===== config.mk =====
export PLATFORM = sky130hd
export DESIGN_NAME = uart_buffered
export DESIGN_NICKNAME = d
export VERILOG_FILES = /design/src/rtl/uart_buffered.sv
export SDC_FILE = /design/constraint.sdc
export NUM_CORES = 1
export LEC_CHECK = 0
export ABC_AREA = 1
export BUFFER_PORTS_ARGS = -buffer_cell sky130_fd_sc_hd__buf_4
export CAP_MARGIN = 30
export CORE_MARGIN = 10
export CORE_UTILIZATION = 52
export DETAILED_ROUTE_END_ITERATION = 12
export PLACE_DENSITY_LB_ADDON = 0.3
export SYNTH_ARGS = -nofsm -noshare
export SYNTH_HDL_FRONTEND = slang
export SYNTH_SLANG_ARGS = --single-unit

===== constraint.sdc =====
create_clock -name clock -period 5.8 [get_ports clock]
set_clock_uncertainty 0.15 [all_clocks]
set_input_delay 1.16 -clock clock [delete_from_list [all_inputs] [get_ports clock]]
set_output_delay 1.16 -clock clock [all_outputs]
set_load 0.01 [all_outputs]

===== src/rtl/uart_buffered.sv =====
// ---------------------------------------------------------------------------
// uart_buffered
//   Full-duplex UART: a transmitter with a busy handshake and a receiver
//   feeding a show-ahead RX FIFO. Transmitter and receiver share only
//   the clock and the reset.
//
//   Frame: start (0), DATA_BITS data bits LSB first, optional parity bit,
//   STOP_BITS stop bits (1). Every line bit lasts DIV = CLOCK_FREQ/BAUD_RATE
//   clock cycles.
//
// Ports
//   clock       sole clock, rising edge
//   reset       synchronous, active-high reset
//   tx_data     word to transmit, latched when tx_send is accepted
//   tx_send     transmit request, accepted only while tx_busy = 0
//   tx_busy     transmitter occupied with a frame
//   tx          serial output, idle high
//   rx          serial input, asynchronous to clock
//   rx_data     head-of-FIFO data (0 when the FIFO is empty)
//   rx_perr     head entry parity error
//   rx_ferr     head entry framing error
//   rx_valid    FIFO not empty
//   rx_ready    consumer pops the head entry (ignored while empty)
//   rx_level    FIFO occupancy, 0..FIFO_DEPTH
//   rx_overrun  one-cycle pulse when a received frame is dropped (FIFO full)
// ---------------------------------------------------------------------------
module uart_buffered #(
  parameter int CLOCK_FREQ = 50_000_000,
  parameter int BAUD_RATE  = 9600,
  parameter int DATA_BITS  = 8,
  parameter int PARITY     = 0,
  parameter int STOP_BITS  = 1,
  parameter int FIFO_DEPTH = 4
) (
  input  logic                            clock,
  input  logic                            reset,
  input  logic [DATA_BITS-1:0]            tx_data,
  input  logic                            tx_send,
  output logic                            tx_busy,
  output logic                            tx,
  input  logic                            rx,
  output logic [DATA_BITS-1:0]            rx_data,
  output logic                            rx_perr,
  output logic                            rx_ferr,
  output logic                            rx_valid,
  input  logic                            rx_ready,
  output logic [$clog2(FIFO_DEPTH+1)-1:0] rx_level,
  output logic                            rx_overrun
);

  localparam int DIV  = CLOCK_FREQ / BAUD_RATE;
  localparam int HALF = ((DIV / 2) > 0) ? (DIV / 2) : 1;
  localparam int CW   = (DIV > 1) ? $clog2(DIV) : 1;
  localparam int BW   = $clog2(DATA_BITS);
  localparam int LW   = $clog2(FIFO_DEPTH + 1);
  localparam int AW   = $clog2(FIFO_DEPTH);
  localparam int EW   = DATA_BITS + 2;

  localparam logic [CW-1:0] CNT_LAST  = CW'(DIV - 1);
  localparam logic [CW-1:0] CNT_HALF  = CW'(HALF - 1);
  localparam logic [BW-1:0] BIT_LAST  = BW'(DATA_BITS - 1);
  localparam logic [LW-1:0] LVL_FULL  = LW'(FIFO_DEPTH);
  localparam logic          STOP_LAST = (STOP_BITS == 2) ? 1'b1 : 1'b0;

  typedef enum logic [2:0] {
    S_IDLE   = 3'd0,
    S_START  = 3'd1,
    S_DATA   = 3'd2,
    S_PARITY = 3'd3,
    S_STOP   = 3'd4,
    S_WAIT   = 3'd5   // receiver only: line stuck low after a framing error
  } state_t;

  // Parity bit that makes the ones-count over data+parity odd (mode 1) or even.
  function automatic logic parity_bit(input logic [DATA_BITS-1:0] d);
    logic p;
    if (PARITY == 1) begin
      p = ~(^d);
    end else begin
      p = ^d;
    end
    return p;
  endfunction

  // =========================================================================
  // Transmitter
  // =========================================================================
  state_t               tx_state_q, tx_state_d;
  logic [CW-1:0]        tx_cnt_q, tx_cnt_d;
  logic [BW-1:0]        tx_bit_q, tx_bit_d;
  logic                 tx_stop_q, tx_stop_d;
  logic [DATA_BITS-1:0] tx_shift_q, tx_shift_d;
  logic                 tx_par_q, tx_par_d;
  logic                 tx_q, tx_d;
  logic                 tx_busy_q, tx_busy_d;
  logic                 tx_bit_end_s;

  assign tx_bit_end_s = (tx_cnt_q == CNT_LAST);

  // TX next-state: the line value for the next bit is registered together
  // with the state change, so tx switches on the same edge as the FSM.
  always_comb begin
    tx_state_d = tx_state_q;
    tx_cnt_d   = tx_cnt_q;
    tx_bit_d   = tx_bit_q;
    tx_stop_d  = tx_stop_q;
    tx_shift_d = tx_shift_q;
    tx_par_d   = tx_par_q;
    tx_d       = tx_q;
    tx_busy_d  = tx_busy_q;
    case (tx_state_q)
      S_IDLE: begin
        if (tx_send) begin
          tx_state_d = S_START;
          tx_cnt_d   = '0;
          tx_shift_d = tx_data;
          tx_par_d   = parity_bit(tx_data);
          tx_d       = 1'b0;
          tx_busy_d  = 1'b1;
        end else begin
          tx_d      = 1'b1;
          tx_busy_d = 1'b0;
        end
      end
      S_START: begin
        if (tx_bit_end_s) begin
          tx_state_d = S_DATA;
          tx_cnt_d   = '0;
          tx_bit_d   = '0;
          tx_d       = tx_shift_q[0];
        end else begin
          tx_cnt_d = tx_cnt_q + CW'(1);
        end
      end
      S_DATA: begin
        if (tx_bit_end_s) begin
          tx_cnt_d = '0;
          if (tx_bit_q == BIT_LAST) begin
            if (PARITY != 0) begin
              tx_state_d = S_PARITY;
              tx_d       = tx_par_q;
            end else begin
              tx_state_d = S_STOP;
              tx_stop_d  = 1'b0;
              tx_d       = 1'b1;
            end
          end else begin
            tx_bit_d   = tx_bit_q + BW'(1);
            tx_shift_d = {1'b0, tx_shift_q[DATA_BITS-1:1]};
            tx_d       = tx_shift_q[1];
          end
        end else begin
          tx_cnt_d = tx_cnt_q + CW'(1);
        end
      end
      S_PARITY: begin
        if (tx_bit_end_s) begin
          tx_state_d = S_STOP;
          tx_cnt_d   = '0;
          tx_stop_d  = 1'b0;
          tx_d       = 1'b1;
        end else begin
          tx_cnt_d = tx_cnt_q + CW'(1);
        end
      end
      S_STOP: begin
        if (tx_bit_end_s) begin
          tx_cnt_d = '0;
          if (tx_stop_q == STOP_LAST) begin
            // Last stop-bit cycle: busy drops next cycle, which is the one
            // cycle where a back-to-back tx_send gets accepted.
            tx_state_d = S_IDLE;
            tx_busy_d  = 1'b0;
            tx_d       = 1'b1;
          end else begin
            tx_stop_d = 1'b1;
          end
        end else begin
          tx_cnt_d = tx_cnt_q + CW'(1);
        end
      end
      default: begin
        tx_state_d = S_IDLE;
        tx_cnt_d   = '0;
        tx_busy_d  = 1'b0;
        tx_d       = 1'b1;
      end
    endcase
  end

  // TX state register with synchronous reset.
  always_ff @(posedge clock) begin
    if (reset) begin
      tx_state_q <= S_IDLE;
      tx_cnt_q   <= '0;
      tx_bit_q   <= '0;
      tx_stop_q  <= 1'b0;
      tx_shift_q <= '0;
      tx_par_q   <= 1'b0;
      tx_q       <= 1'b1;
      tx_busy_q  <= 1'b0;
    end else begin
      tx_state_q <= tx_state_d;
      tx_cnt_q   <= tx_cnt_d;
      tx_bit_q   <= tx_bit_d;
      tx_stop_q  <= tx_stop_d;
      tx_shift_q <= tx_shift_d;
      tx_par_q   <= tx_par_d;
      tx_q       <= tx_d;
      tx_busy_q  <= tx_busy_d;
    end
  end

  assign tx      = tx_q;
  assign tx_busy = tx_busy_q;

  // =========================================================================
  // Receiver
  // =========================================================================
  logic                 rx_meta_q, rx_sync_q;
  state_t               rx_state_q, rx_state_d;
  logic [CW-1:0]        rx_cnt_q, rx_cnt_d;
  logic [BW-1:0]        rx_bit_q, rx_bit_d;
  logic [DATA_BITS-1:0] rx_shift_q, rx_shift_d;
  logic                 rx_perr_q, rx_perr_d;
  logic                 rx_bit_end_s;
  logic                 push_s;
  logic [EW-1:0]        push_entry_s;

  // Two-flop synchroniser; resets to the idle (high) line level.
  always_ff @(posedge clock) begin
    if (reset) begin
      rx_meta_q <= 1'b1;
      rx_sync_q <= 1'b1;
    end else begin
      rx_meta_q <= rx;
      rx_sync_q <= rx_meta_q;
    end
  end

  assign rx_bit_end_s = (rx_cnt_q == CNT_LAST);

  // RX next-state: half-bit start confirmation, then one sample per bit
  // period at bit centre; the push strobe fires at the first stop sample.
  always_comb begin
    rx_state_d   = rx_state_q;
    rx_cnt_d     = rx_cnt_q;
    rx_bit_d     = rx_bit_q;
    rx_shift_d   = rx_shift_q;
    rx_perr_d    = rx_perr_q;
    push_s       = 1'b0;
    push_entry_s = '0;
    case (rx_state_q)
      S_IDLE: begin
        if (!rx_sync_q) begin
          rx_state_d = S_START;
          rx_cnt_d   = '0;
        end else begin
          rx_cnt_d = '0;
        end
      end
      S_START: begin
        if (rx_cnt_q == CNT_HALF) begin
          rx_cnt_d = '0;
          if (rx_sync_q) begin
            rx_state_d = S_IDLE;   // glitch, not a start bit
          end else begin
            rx_state_d = S_DATA;
            rx_bit_d   = '0;
            rx_perr_d  = 1'b0;
          end
        end else begin
          rx_cnt_d = rx_cnt_q + CW'(1);
        end
      end
      S_DATA: begin
        if (rx_bit_end_s) begin
          rx_cnt_d   = '0;
          rx_shift_d = {rx_sync_q, rx_shift_q[DATA_BITS-1:1]};
          if (rx_bit_q == BIT_LAST) begin
            if (PARITY != 0) begin
              rx_state_d = S_PARITY;
            end else begin
              rx_state_d = S_STOP;
            end
          end else begin
            rx_bit_d = rx_bit_q + BW'(1);
          end
        end else begin
          rx_cnt_d = rx_cnt_q + CW'(1);
        end
      end
      S_PARITY: begin
        if (rx_bit_end_s) begin
          rx_cnt_d   = '0;
          rx_perr_d  = (rx_sync_q != parity_bit(rx_shift_q));
          rx_state_d = S_STOP;
        end else begin
          rx_cnt_d = rx_cnt_q + CW'(1);
        end
      end
      S_STOP: begin
        if (rx_bit_end_s) begin
          rx_cnt_d     = '0;
          push_s       = 1'b1;
          push_entry_s = {rx_shift_q, rx_perr_q, ~rx_sync_q};
          if (rx_sync_q) begin
            rx_state_d = S_IDLE;
          end else begin
            rx_state_d = S_WAIT;   // don't mistake a held-low line for a start
          end
        end else begin
          rx_cnt_d = rx_cnt_q + CW'(1);
        end
      end
      S_WAIT: begin
        if (rx_sync_q) begin
          rx_state_d = S_IDLE;
        end else begin
          rx_state_d = S_WAIT;
        end
      end
      default: begin
        rx_state_d = S_IDLE;
        rx_cnt_d   = '0;
      end
    endcase
  end

  // RX state register with synchronous reset.
  always_ff @(posedge clock) begin
    if (reset) begin
      rx_state_q <= S_IDLE;
      rx_cnt_q   <= '0;
      rx_bit_q   <= '0;
      rx_shift_q <= '0;
      rx_perr_q  <= 1'b0;
    end else begin
      rx_state_q <= rx_state_d;
      rx_cnt_q   <= rx_cnt_d;
      rx_bit_q   <= rx_bit_d;
      rx_shift_q <= rx_shift_d;
      rx_perr_q  <= rx_perr_d;
    end
  end

  // =========================================================================
  // RX FIFO (show-ahead)
  // =========================================================================
  logic [EW-1:0] mem_q [FIFO_DEPTH];
  logic [AW-1:0] wr_ptr_q, wr_ptr_d;
  logic [AW-1:0] rd_ptr_q, rd_ptr_d;
  logic [LW-1:0] level_q, level_d;
  logic          overrun_q, overrun_d;
  logic          pop_s, full_s, wr_en_s;
  logic [EW-1:0] head_s;

  // FIFO control: a push while full is only taken when a pop frees the slot
  // in the same cycle; otherwise the frame is dropped and flagged.
  always_comb begin
    pop_s     = (level_q != '0) && rx_ready;
    full_s    = (level_q == LVL_FULL);
    wr_en_s   = push_s && (!full_s || pop_s);
    overrun_d = push_s && full_s && !pop_s;
    wr_ptr_d  = wr_ptr_q;
    rd_ptr_d  = rd_ptr_q;
    level_d   = level_q;
    if (wr_en_s) begin
      wr_ptr_d = wr_ptr_q + AW'(1);
    end else begin
      wr_ptr_d = wr_ptr_q;
    end
    if (pop_s) begin
      rd_ptr_d = rd_ptr_q + AW'(1);
    end else begin
      rd_ptr_d = rd_ptr_q;
    end
    case ({wr_en_s, pop_s})
      2'b10:   level_d = level_q + LW'(1);
      2'b01:   level_d = level_q - LW'(1);
      default: level_d = level_q;
    endcase
  end

  // FIFO pointer/level/overrun registers with synchronous reset.
  always_ff @(posedge clock) begin
    if (reset) begin
      wr_ptr_q  <= '0;
      rd_ptr_q  <= '0;
      level_q   <= '0;
      overrun_q <= 1'b0;
    end else begin
      wr_ptr_q  <= wr_ptr_d;
      rd_ptr_q  <= rd_ptr_d;
      level_q   <= level_d;
      overrun_q <= overrun_d;
    end
  end

  // FIFO storage; contents need no reset because outputs are masked when empty.
  always_ff @(posedge clock) begin
    if (wr_en_s) begin
      mem_q[wr_ptr_q] <= push_entry_s;
    end
  end

  assign head_s     = mem_q[rd_ptr_q];
  assign rx_valid   = (level_q != '0);
  assign rx_data    = rx_valid ? head_s[EW-1:2] : '0;
  assign rx_perr    = rx_valid ? head_s[1] : 1'b0;
  assign rx_ferr    = rx_valid ? head_s[0] : 1'b0;
  assign rx_level   = level_q;
  assign rx_overrun = overrun_q;

endmodule


==> out/results.ini <==
[power]
swShare_pct=37.8
p_clk_share_pct=23.7
power_frac_seq_pct=44.8
switchingPower_mw=0.785
power.leakage_nw=2.42
p_int_mw=1.29
powerDensity_nw_per_um2=362
ir_drop_v=0.000294
power_frac_comb_pct=31.5
power_mw=2.08

[floorplanning]
ios=30
initial_utilization_pct=53.4
dieHeight_um=120
fp.dieW_um=120
fp.coreArea_um2=9770
rows=36
die_area_um2=14400

[sta]
setup_viol_count_final=0
setup_tns_ns=0
relSlewSlack_pct=35.1
finalMaxSlewViolations=0
hold_viol=0
worst_pin_slew_ns=0.970
timing.fmax_ghz=0.287
period_needed_ns=3.48
fin_crit_sh_pct=60.0
worst_slack_ns=2.32
grt_setup_unrepaired=no

[cts]
ctsHoldBuffers=0
cts_setup_buffers=0
clk_pin_slew_worst_paths_ns=0.10
cts_sinks=109
cts_buffers=9
cts_buffer_depth=2
cts_resized=0
cts_root_buf=clkbuf_8
cts_tree=done
clk_latency_ns=0.39
htree_levels=3

[yosys]
netlist_instances=657
ys_seq_area_share_pct=49.5
yosysUniqueCellTypes=38
yosys.area.top_type=dfxtp_1
synth.top_cell.area_share_pct=26.5
synth_area_leaders=dfxtp_1, edfxtp_1, nand2_1, nor2_1, inv_1
ys_warn_count=0
avgSynthCellArea_um2=7.94
netlist_area_um2=5220
synth_enable_flop_cells=40
syn_nets=681
yosys_most_used_dff=dfxtp_1
synthArstFlopShare_pct=0
synth_seq_cells=109

[hold_path]
hold_start=rx_meta_q
min_path_type=reg -> reg
hold_depth=1
holdPathEnd=rx_sync_q

[finish]
fillers=857
diodes=0
syn2layout_area_growth_pct=10.1
drive_above_1_share_pct=12.8
final_cells=819
utilization_pct=58.8
layout.nets=705

[critical_path]
crit_fanout=21
r2r-end=mem_q[1][5]
r2r_start=rx_cnt_q[0]
startpoint_type=register
cp.arrival_ns=2.17
reg2regPathDepth=7
cp_data_required_time_ns=4.49
cp-end-kind=output pin
crit_chain=inv_1, o21ai_0, a21oi_1, buf_4
crit_slowest_cell=dfxtp_1
crit_type=reg -> out
slowest_delay_ns=0.78
reg2reg_slack_ns=3.09

[route]
vias=4246
first_pass_iters=5
wl_met1_mm=5.05
wl_mm=10.6
antenna_left=0
wl_met2_mm=4.82
top_layer_used=met4
routed_via_density=5.18
wl_per_cell_um=13.0
met3_length_um=657
drt_iter0_drc=255
remaining_drc_errors=0

[global_route]
antenna_found_initial=0
grt_max_degree=29
grt_pass1_wl_mm=18.1
grt_overflow=0
grt_usage_pct=14.9
grt_pass1_vias=4026

[placement]
place.port_buffers=29
pre_cts_slack_ns=2.75
place.detailed.hpwl_mm=7.59
gp_congestion=0.872
dp_cells=803

[job]
cap_violations=0

[status]
status=complete, no violations

-- flip-flops by register name, indices dropped and copies added (netlist names), named ones only --
name and flops:
mem_q 40, rd_ptr_q 2, rx_bit_q 3, rx_cnt_q 13, rx_level 3, rx_meta_q 1
rx_overrun 1, rx_perr_q 1, rx_shift_q 8, rx_state_q 3, rx_sync_q 1, tx 1
tx_bit_q 3, tx_busy 1, tx_cnt_q 13, tx_shift_q 8, tx_state_q 3, wr_ptr_q 2
-- final cells by class --
cell class / count / area (um^2) / area share [%]
clock inverters: 7 / 92.6 / 1.61
repair buffers: 29 / 218 / 3.79
flip-flops and latches: 109 / 2580 / 45.0
multi-input cells: 444 / 2230 / 38.8
inverters: 88 / 330 / 5.75
clock buffers: 9 / 124 / 2.16
well taps: 133 / 166 / 2.90
-- worst max-delay path: cells and delay by family, from the launching register on --
family                 cells  cell delay (ns)
buffers and inverters      2             0.59
AO/OA/AOI/OAI              2             0.41
flip-flops                 1             0.78
-- cell usage in the layout, fill, tap and decap left out, types with 2 or more instances in the layout --
cell type	netlist	routed
o21ai_0	46	46
o211ai_1	3	3
ha_1	10	10
nor2_2	7	7
dfxtp_1	69	69
inv_6	0	2
inv_1	72	72
nand2_1	125	125
nor2_4	3	3
inv_2	14	14
nand4_1	9	9
clkinv_1	2	2
buf_4	0	29
nand3_2	2	2
a211oi_1	8	8
nand3_1	40	40
nor2_1	95	95
or2_2	3	3
a21oi_1	48	48
edfxtp_1	40	40
xnor2_1	4	4
clkbuf_8	0	9
o21ai_1	7	7
xor2_1	2	2
nand2_2	4	4
clkinv_4	0	2
nor3_2	5	5
nand3b_1	3	3
nor3_1	11	11
-- layer usage --
layer	global-route usage, %	vias to the layer above
li1	-	2192
met1	18.7	1918
met2	24.3	122
met3	3.75	14
met4	4.98	0
met5	0	-
-- Yosys cell counts (4+ instances only) --
cell,number
nand2_2,4
ha_1,10
nor2_2,7
nor3_1,11
o21ai_1,7
buf_2,4
nand3_1,40
clkbuf_1,10
nand4_1,9
nor2_1,95
inv_2,14
dfxtp_1,69
nor3_2,5
o21ai_0,46
a21oi_1,48
edfxtp_1,40
inv_1,72
xnor2_1,4
nand2_1,125
a211oi_1,8
-- how the worst max path moves through the flow --
| stage | start | to | slack, ns | depth (start not counted) |
|---|---|---|---|---|
| CTS | register | rx_ferr | 2.30 | 4 |
| finish | register | rx_ferr | 2.32 | 4 |
| detailed placement | register | rx_perr | 2.75 | 4 |
| global route | register | rx_ferr | 2.08 | 4 |
| floorplan | rx_ready | rx_level[2] | 3.36 | 8 |
| global placement | register | rx_data[7] | 2.83 | 4 |
-- power by group through the flow --
stage          Clock [mW]  Combinational [mW]  Sequential (mW)
3_3_place_gp            0               0.632            0.947
2_1_floorplan           0               0.506            0.919
6_report            0.493               0.655            0.932
4_1_cts             0.500               0.653            0.932
5_1_grt             0.527               0.749            0.945
3_5_place_dp            0               0.648            0.950
-- cell families after synthesis --
kind of cell / after synthesis / share of synthesized area (%)
and+or+nand+nor: 312 / 27.0
AOI/OAI and AO/OA: 115 / 11.9
DFF: 109 / 49.5
adders and majority gates: 11 / 2.78
buffers and inverters: 104 / 7.72
xor gates and xnor gates: 6 / 1.01
-- per-stage QoR --
step	hold WS [ns]	area, um^2
finish	0.289	5740
CTS	0.300	5740
floorplan	0.239	5220
detailed placement	0.249	5530
global route	0.310	5740
global placement	0.244	5530
(Power assumes the default switching activity.)
